===== config.mk =====
export PLATFORM = sky130hd
export DESIGN_NAME = quad_step_decoder
export DESIGN_NICKNAME = d
export VERILOG_FILES = /design/src/rtl/qdec_pkg.sv /design/src/rtl/qdec_sync2.sv /design/src/rtl/quad_step_decoder.sv
export SDC_FILE = /design/constraint.sdc
export NUM_CORES = 1
export LEC_CHECK = 0
export ABC_AREA = 1
export BUFFER_PORTS_ARGS = -buffer_cell sky130_fd_sc_hd__buf_2
export CAP_MARGIN = 40
export CORE_UTILIZATION = 42
export CTS_CLUSTER_SIZE = 28
export DETAILED_ROUTE_END_ITERATION = 8
export GPL_TIMING_DRIVEN = 0
export PLACE_DENSITY = 0.65
export SYNTH_ARGS = -nofsm -noshare
export SYNTH_HDL_FRONTEND = slang
export SYNTH_SLANG_ARGS = --single-unit

===== constraint.sdc =====
create_clock -name clk -period 1.55 [get_ports clk]
set_input_delay 0.31 -clock clk [delete_from_list [all_inputs] [get_ports clk]]
set_output_delay 0.31 -clock clk [all_outputs]
set_load 0.02 [all_outputs]

===== src/rtl/qdec_pkg.sv =====
// Shared types and helpers for the quadrature step decoder.
package qdec_pkg;

    typedef logic [1:0] phase_t;

    typedef enum logic {INIT, TRACK} qdec_state_t;

    localparam logic [3:0] POS_MAX = 4'd9;
    localparam logic [3:0] POS_MIN = 4'd0;

    // UP successor in the Gray order 00 -> 01 -> 11 -> 10 -> 00, phase as {b,a}.
    function automatic phase_t next_up(phase_t p);
        phase_t n;
        case (p)
            2'b00:   n = 2'b01;
            2'b01:   n = 2'b11;
            2'b11:   n = 2'b10;
            default: n = 2'b00;
        endcase
        return n;
    endfunction

endpackage


===== src/rtl/qdec_sync2.sv =====
// Single-bit two-flop synchronizer, asynchronously reset to 0.
module qdec_sync2 (
    input  logic clk,
    input  logic reset,
    input  logic d,
    output logic q
);

    logic s1_q, s1_d;
    logic s2_q, s2_d;

    // Next values of the two synchronizer stages.
    always_comb begin
        s1_d = d;
        s2_d = s1_q;
    end

    // Synchronizer flops.
    always_ff @(posedge clk or posedge reset) begin
        if (reset) begin
            s1_q <= 1'b0;
            s2_q <= 1'b0;
        end else begin
            s1_q <= s1_d;
            s2_q <= s2_d;
        end
    end

    assign q = s2_q;

endmodule


===== src/rtl/quad_step_decoder.sv =====
// Quadrature step decoder: synchronizes A/B, decodes Gray transitions into
// step/up_down pulses, keeps a MOD-10 position and a sticky illegal-jump flag.
// Optional stability filter enabled by defining QDEC_GLITCH_FILTER_EN.
module quad_step_decoder
    import qdec_pkg::*;
#(
    parameter int FILTER_LEN = 4
) (
    input  logic       clk,
    input  logic       reset,
    input  logic       a_in,
    input  logic       b_in,
    input  logic       err_clr,
    output logic       step,
    output logic       up_down,
    output logic [3:0] pos,
    output logic       err
);

    if (FILTER_LEN < 2 || FILTER_LEN > 15) begin : g_bad_filter_len
        $error("quad_step_decoder: FILTER_LEN must be in 2..15");
    end

    logic   a_s, b_s;
    phase_t sync_ph;
    phase_t acc_ph;

    qdec_sync2 u_sync_a (.clk(clk), .reset(reset), .d(a_in), .q(a_s));
    qdec_sync2 u_sync_b (.clk(clk), .reset(reset), .d(b_in), .q(b_s));

    assign sync_ph = {b_s, a_s};

    qdec_state_t state_q, state_d;

`ifdef QDEC_GLITCH_FILTER_EN
    // INIT lasts until the filter has passed the real post-reset level through.
    localparam logic [1:0] WARM_LAST = 2'd3;
    localparam logic [3:0] FLT_LAST  = 4'(FILTER_LEN - 1);

    phase_t     acc_q, acc_d;
    phase_t     cand_q, cand_d;
    logic [3:0] cnt_q, cnt_d;

    // Stability filter: accept a differing candidate after FILTER_LEN equal samples.
    // During INIT the synchronizer level is adopted directly so no step is faked.
    always_comb begin
        acc_d  = acc_q;
        cand_d = sync_ph;
        cnt_d  = cnt_q;
        if (state_q == INIT) begin
            acc_d = sync_ph;
            cnt_d = 4'd0;
        end else if (sync_ph == acc_q) begin
            cnt_d = 4'd0;
        end else if (sync_ph != cand_q || cnt_q == 4'd0) begin
            cnt_d = 4'd1;
        end else if (cnt_q == FLT_LAST) begin
            acc_d = sync_ph;
            cnt_d = 4'd0;
        end else begin
            cnt_d = cnt_q + 4'd1;
        end
    end

    // Filter registers.
    always_ff @(posedge clk or posedge reset) begin
        if (reset) begin
            acc_q  <= 2'b00;
            cand_q <= 2'b00;
            cnt_q  <= 4'd0;
        end else begin
            acc_q  <= acc_d;
            cand_q <= cand_d;
            cnt_q  <= cnt_d;
        end
    end

    assign acc_ph = acc_q;
`else
    // INIT lasts until the synchronizer holds the real post-reset level.
    localparam logic [1:0] WARM_LAST = 2'd2;

    assign acc_ph = sync_ph;
`endif

    logic [1:0] warm_q, warm_d;
    phase_t     ref_q, ref_d;
    logic       step_q, step_d;
    logic       up_q, up_d;
    logic [3:0] pos_q, pos_d;
    logic       err_q, err_d;

    function automatic logic [3:0] pos_inc(logic [3:0] p);
        return (p >= POS_MAX) ? POS_MIN : p + 4'd1;
    endfunction

    function automatic logic [3:0] pos_dec(logic [3:0] p);
        return (p == POS_MIN || p > POS_MAX) ? POS_MAX : p - 4'd1;
    endfunction

    // Decode FSM: adopt the reference in INIT, then classify each change in TRACK.
    always_comb begin
        state_d = state_q;
        warm_d  = warm_q;
        ref_d   = ref_q;
        step_d  = 1'b0;
        up_d    = up_q;
        pos_d   = pos_q;
        err_d   = err_q & ~err_clr;
        case (state_q)
            INIT: begin
                ref_d  = acc_ph;
                warm_d = warm_q + 2'd1;
                if (warm_q == WARM_LAST) begin
                    state_d = TRACK;
                end
            end
            TRACK: begin
                if (acc_ph != ref_q) begin
                    ref_d = acc_ph;
                    if (acc_ph == next_up(ref_q)) begin
                        step_d = 1'b1;
                        up_d   = 1'b1;
                        pos_d  = pos_inc(pos_q);
                    end else if (ref_q == next_up(acc_ph)) begin
                        step_d = 1'b1;
                        up_d   = 1'b0;
                        pos_d  = pos_dec(pos_q);
                    end else begin
                        err_d = 1'b1;
                    end
                end
            end
            default: state_d = INIT;
        endcase
    end

    // Decode and output registers.
    always_ff @(posedge clk or posedge reset) begin
        if (reset) begin
            state_q <= INIT;
            warm_q  <= 2'd0;
            ref_q   <= 2'b00;
            step_q  <= 1'b0;
            up_q    <= 1'b1;
            pos_q   <= 4'd0;
            err_q   <= 1'b0;
        end else begin
            state_q <= state_d;
            warm_q  <= warm_d;
            ref_q   <= ref_d;
            step_q  <= step_d;
            up_q    <= up_d;
            pos_q   <= pos_d;
            err_q   <= err_d;
        end
    end

    assign step    = step_q;
    assign up_down = up_q;
    assign pos     = pos_q;
    assign err     = err_q;

endmodule


* Yosys cells after proc, flatten, opt, wreduce, memory -nomap -nowiden *
Cells that the tools add are included.

cells by class
  bitwise logic cells = 3
  reduce and logical (&&, ||, !) cells = 6
  equality and inequality tests = 9
  multiplexer cells = 25
  $add $sub $neg = 3
  $lt $le $gt $ge = 2

operator list
  kind                                                                      count
  4-bit 2-to-1 mux                                                          4
  1-bit 2-to-1 mux                                                          12
  2-bit 2-to-1 mux                                                          6
  2-bit one-hot mux with 3 select lines                                     2
  2-bit equality test (second input constant)                               3
  4-bit by 1-bit adder with 4-bit output (second input constant)            1
  2-bit by 1-bit equality test with 1-bit output (second input constant)    2
  2-bit equality test                                                       2
  4-bit greater-or-equal comparator (second input constant)                 1
  4-bit greater-than comparator (second input constant)                     1
  2-bit zero test                                                           2
  4-bit zero test                                                           1
  2-bit one-hot mux with 2 select lines                                     1
  4-bit by 1-bit subtractor with 4-bit output (second input constant)       1
  3-bit AND reduction                                                       1
  2-bit by 1-bit adder with 2-bit output (second input constant)            1
  2-bit by 1-bit inequality test with 1-bit output (second input constant)  1
  2-bit inequality test                                                     1
  1-bit inverter                                                            2
  2-bit nonzero test                                                        1
  1-bit bitwise AND                                                         1
  1-bit logical OR                                                          1

storage, ports and cells
  bits in registers = 16
  input bits = 5

* Longest topological paths before layout *
  depth after elaboration = 13
  mapped depth = 10
  gate-level depth less buffers = 10

* Cells and area by module *
From an unflattened synthesis, not the netlist that was laid out.

second synthesis, totals
  cells, all modules = 104
  area, all modules = 845.8 µm²

modules (own cells, without submodules)
  module             cells each  times used  area each (µm²)  sequential area each (µm²)
  quad_step_decoder  98          1           738.2            301.5
  qdec_sync2         3           2           53.8             50.0

* Worst setup path before layout *
OpenSTA, ideal clock, no wires.

  path kind = register to register
  from = register pos_q[0] (netlist: pos[0])
  to = register pos_q[3] (netlist: pos[3])
  arrival time = 1.351 ns
  slack = 0.082 ns
  cell stages (with the launch flop) = 11
  data required time = 1.432 ns
  cell sequence = dfrtp_1 > inv_1 > ha_1 > nand2_1 > nand2_1 > nand2_1 > nor2_2 > nand2_1 > nand2_1 > nor2_2 > nor2_1

between the ends
  longest elaborated chain between the ends = 5
  elaborated cells between the ends (all ways) = 10
  those cells by class = 2 x add/sub; 2 x order compare; 4 x mux; 2 x reduce/logical

RTL lines
  what                                                              RTL line                  text
  start: declaration                                                quad_step_decoder.sv:90   logic [3:0] pos_q, pos_d;
  start signal: assignment                                          quad_step_decoder.sv:154  pos_q <= pos_d;
  4-bit greater-than comparator or 4-bit zero test (tied branches)  quad_step_decoder.sv:98   return (p == POS_MIN || p > POS_MAX) ? POS_MAX : p - 4'd1;
  1-bit logical OR                                                  quad_step_decoder.sv:98
  4-bit 2-to-1 mux                                                  quad_step_decoder.sv:98
  4-bit 2-to-1 mux                                                  quad_step_decoder.sv:125  end else if (ref_q == next_up(acc_ph)) begin
  4-bit 2-to-1 mux *                                                quad_step_decoder.sv:121  if (acc_ph == next_up(ref_q)) begin

Mark *: on every way between the ends. The rest lies on a longest branch, timed or not. The select of a mux whose other input is x is not followed.
A chain may end at the register's enable or synchronous reset.

* Final worst setup path *
  from = register u_sync_b.s2_q (netlist: u_sync_b.q)
  to = register pos_q[3] (netlist: pos[3])

between the ends
  longest elaborated chain between the ends = 8
  elaborated cells between the ends (all ways) = 13
  those cells by class = 5 x eq/ne; 5 x mux; 3 x reduce/logical

RTL lines
  what                                         RTL line                  text
  start: declaration                           qdec_sync2.sv:10          logic s2_q, s2_d;
  start signal: assignment                     qdec_sync2.sv:22          s2_q <= 1'b0;
  start signal: assignment                     qdec_sync2.sv:25          s2_q <= s2_d;
  2-bit equality test (tied with other cells)  qdec_pkg.sv:14            case (p)
  2-bit one-hot mux with 3 select lines        qdec_pkg.sv:14
  2-bit 2-to-1 mux                             quad_step_decoder.sv:121
  2-bit 2-to-1 mux                             quad_step_decoder.sv:119  if (acc_ph != ref_q) begin
  2-bit 2-to-1 mux                             quad_step_decoder.sv:110  case (state_q)
  2-bit equality test                          quad_step_decoder.sv:125
  2-bit nonzero test (no source line)          -
  3-bit AND reduction (no source line)         -

Parallel ways exist; a longest one is shown, timed or not. The select of a mux whose other input is x is not followed.

==> impl_metrics.env <==
export IMPL_drt_first_iter_violations=11
export IMPL_drc_errors=0
export IMPL_antenna_cells=0
export IMPL_cts_tree="built"
export IMPL_hold_path_class="input pin to async pin"
export IMPL_number_of_global_route_vias_before_repair=583
export IMPL_io_pins=12
export IMPL_grt_first_pass_wirelength_um=2539
export IMPL_globalplace_congestion=0.7642
export IMPL_hold_viol_final=0
export IMPL_cts_made_buffers=3
export IMPL_finClkSkew_ns=0.009158
export IMPL_setup_tns_final_ns=0
export IMPL_via_count=665
export IMPL_grt_start_max_net_pins=17
export IMPL_track_usage_pct=17.10
export IMPL_yosysWarnings=0
export IMPL_critical_path_peak_fanout=8
export IMPL_cellInternalPower_mw=0.8824
export IMPL_numClockSinks=16
export IMPL_grt_antenna_before_repair=0
export IMPL_seq_area_frac_synth_pct=47.56
export IMPL_dr_pass1_iters=2
export IMPL_synth_avg_cell_area_um2=8.446
export IMPL_layout_nets=126
export IMPL_dpl_worst_slack_ns=0.04472
export IMPL_synth_cell_type_count=22
export IMPL_clk_insertion_delay_late_ns=0.29
export IMPL_areaGrowthSynthToFinish_pct=16.89
export IMPL_critical_setup_path_kind="register to register"
export IMPL_clk_root_buffer_cell="sky130_fd_sc_hd__clkbuf_4"
export IMPL_clockBufferDepth=2
export IMPL_fillers=174
export IMPL_cell_count_after_synthesis=100
export IMPL_post_synth_top_area_cell="sky130_fd_sc_hd__dfrtp_1"
export IMPL_post_drt_wl_per_cell_um=10.48
export IMPL_power_ir_vdd_worst_uv=803.1
export IMPL_ff2ff_setup_slack_ns=0.13
export IMPL_design_die_area_um2=2194
export IMPL_critPathArrivalTime_ns=1.61
export IMPL_core_um2=1802
export IMPL_power_frac_clock_pct=17.9
export IMPL_post_route_min_period_ns=1.425
export IMPL_htree_num_levels=1
export IMPL_achievable_frequency_mhz=701.9
export IMPL_vias_per_cell=4.716
export IMPL_comb_power_share_pct=44.5
export IMPL_timing_max_transition_violations_final=0
export IMPL_fp_row_count=15
export IMPL_worstSetupStartpointType="register"
export IMPL_outcome="complete, no violations"
export IMPL_die_x_um=46.84
export IMPL_power_density_cell_area_nw_per_um2=1540
export IMPL_post_route_cells_drive_above_1_share_pct=30.17
export IMPL_io_buffer_count=11
export IMPL_setup_viol=0
export IMPL_clk_pin_slew_ns=0.10
export IMPL_crit_path_end_kind="register"
export IMPL_global_route_overflow_total=0
export IMPL_power_switching_fraction_pct=41.95
export IMPL_drv_cap=0
export IMPL_final_common_cell="sky130_fd_sc_hd__nand2_1"
export IMPL_rsz_0062_raised_after_global_routing="no"
export IMPL_synth_top_cell_area_share_pct=44.44
export IMPL_ant_nets=0
export IMPL_leakagePower_nw=0.5361
export IMPL_start_util_pct=46.87
export IMPL_register_area_um2=404.1
export IMPL_multi_input_logic_area_um2=386.6
export IMPL_required_ns=1.74
export IMPL_post_route_period_util_pct=91.92
export IMPL_drt_wl_total_um=1477
export IMPL_finalWorstSetupSlack_ns=0.1252
export IMPL_syn_cell_area_um2=844.6
export IMPL_synth_area_top_cells="sky130_fd_sc_hd__dfrtp_1 44%, sky130_fd_sc_hd__nand2_1 14%, sky130_fd_sc_hd__ha_1 5.9%, sky130_fd_sc_hd__inv_1 5.3%, sky130_fd_sc_hd__nand3_1 4.1%"
export IMPL_mostFrequentLayoutCells="31 x sky130_fd_sc_hd__nand2_1, 13 x sky130_fd_sc_hd__dfrtp_1, 12 x sky130_fd_sc_hd__buf_2, 10 x sky130_fd_sc_hd__inv_1, 7 x sky130_fd_sc_hd__nand3_1"
export IMPL_timing_max_slew_rel_slack_pct=61.28
export IMPL_p_seq_share_pct=37.6
export IMPL_die_height_um=46.84
export IMPL_detailedPlacementHpwl_um=1059
export IMPL_synth_seq_cells=16
export IMPL_worst_slew_pin_transition_ns=0.5802
export IMPL_power_net_switching_mw=0.6376
export IMPL_syn_nets=109
==> registers in the layout, indices dropped and copies added (netlist names) <==
name,flops
up_down,1
ref_q,2
state_q,1
step,1
pos,4
err,1
u_sync_b.q,1
u_sync_b.s1_q,1
u_sync_a.s1_q,1
warm_q,2
u_sync_a.q,1
==> metrics by stage <==
stage	power [mW]	instances	util, %	instance area, um^2	hold WS (ns)
after floorplan	1.039	100	-	844.6	0.2230
after global placement	1.171	136	51.67	930.9	0.3330
after detailed placement	1.196	136	51.67	930.9	0.3347
after CTS	1.476	140	53.68	967.2	0.07496
after global routing	1.653	141	54.79	987.2	0.1081
final	1.520	141	54.79	987.2	0.06265
==> final timing paths <==
kind,start,endpoint,cells after the start
setup / recovery,u_sync_b.q,pos[3],8
hold / removal,reset,state_q,2
setup reg to reg,u_sync_b.q,pos[3],8
hold reg to reg,u_sync_a.s1_q,u_sync_a.q,0
max in group asynchronous,reset,pos[1],2
min in group clk,b_in,u_sync_b.s1_q,1
==> critical path, stage by stage (launching register included) <==
cell	delay (ns)
sky130_fd_sc_hd__dfrtp_1	0.45
sky130_fd_sc_hd__inv_1	0.10
sky130_fd_sc_hd__nand2_1	0.07
sky130_fd_sc_hd__nand2_2	0.09
sky130_fd_sc_hd__nand2_4	0.11
sky130_fd_sc_hd__a21oi_4	0.28
sky130_fd_sc_hd__nand2_2	0.10
sky130_fd_sc_hd__nor2_2	0.09
sky130_fd_sc_hd__nor2_1	0.04
==> per-layer routing <==
layer | track usage, % | vias up | share of wire, %
li1 | - | 341 | -
met1 | 22.96 | 311 | 49
met2 | 27.22 | 13 | 48
met3 | 5.769 | 0 | 3.2
met4 | 3.429 | 0 | 0
met5 | 0 | - | 0
==> Yosys cell counts <==
master,instances
sky130_fd_sc_hd__dfstp_2,1
sky130_fd_sc_hd__nand2_2,4
sky130_fd_sc_hd__inv_1,12
sky130_fd_sc_hd__nor2_1,2
sky130_fd_sc_hd__o21ai_0,5
sky130_fd_sc_hd__ha_1,4
sky130_fd_sc_hd__nand3_1,7
sky130_fd_sc_hd__dlygate4sd1_1,1
sky130_fd_sc_hd__inv_2,2
sky130_fd_sc_hd__xor2_1,4
sky130_fd_sc_hd__nand4_1,1
sky130_fd_sc_hd__or2_2,1
sky130_fd_sc_hd__o21ai_1,1
sky130_fd_sc_hd__xnor2_1,1
sky130_fd_sc_hd__dfrtp_1,15
sky130_fd_sc_hd__nor2_2,2
sky130_fd_sc_hd__buf_2,1
sky130_fd_sc_hd__nand2_4,1
sky130_fd_sc_hd__a31oi_1,1
sky130_fd_sc_hd__o22ai_1,1
sky130_fd_sc_hd__a21oi_4,1
sky130_fd_sc_hd__nand2_1,32
==> cell families (layout without fill, tap and decap cells) <==
family,count (synthesis),count (layout),synth area share (%)
XOR/XNOR,5,5,5.185
flip-flops,16,16,47.56
AO/OA/AOI/OAI,9,9,6.963
buffers and inverters,16,32,7.851
AND/OR/NAND/NOR,50,50,26.52
adder cells (fa/ha/maj),4,4,5.926
==> layout make-up <==
cell class	count	share of cell area (%)
flip-flops and latches	16	40.94
multi-input cells	68	39.16
repair buffers	12	6.337
inverters	14	5.323
clock buffers	4	3.676
well taps	25	3.169
plain buffers	2	1.394
==> power groups by stage <==
stage               clock network [mW]  logic, mW  registers, mW
finish                           0.272      0.677          0.571
global placement                     0      0.593          0.578
detailed placement                   0      0.613          0.582
floorplan                            0      0.405          0.634
CTS                              0.285      0.617          0.574
global route                     0.298      0.771          0.583
==> what timing repair did <==
| action | 4_1_cts | 5_1_grt |
|---|---|---|
| endpoints found under the setup margin | 0 | 4 |
| resized for setup | 0 | 7 |
| hold buffers | 0 | 0 |
| buffers inserted | 0 | 1 |
Note: power is estimated with default switching activity, not from simulation.
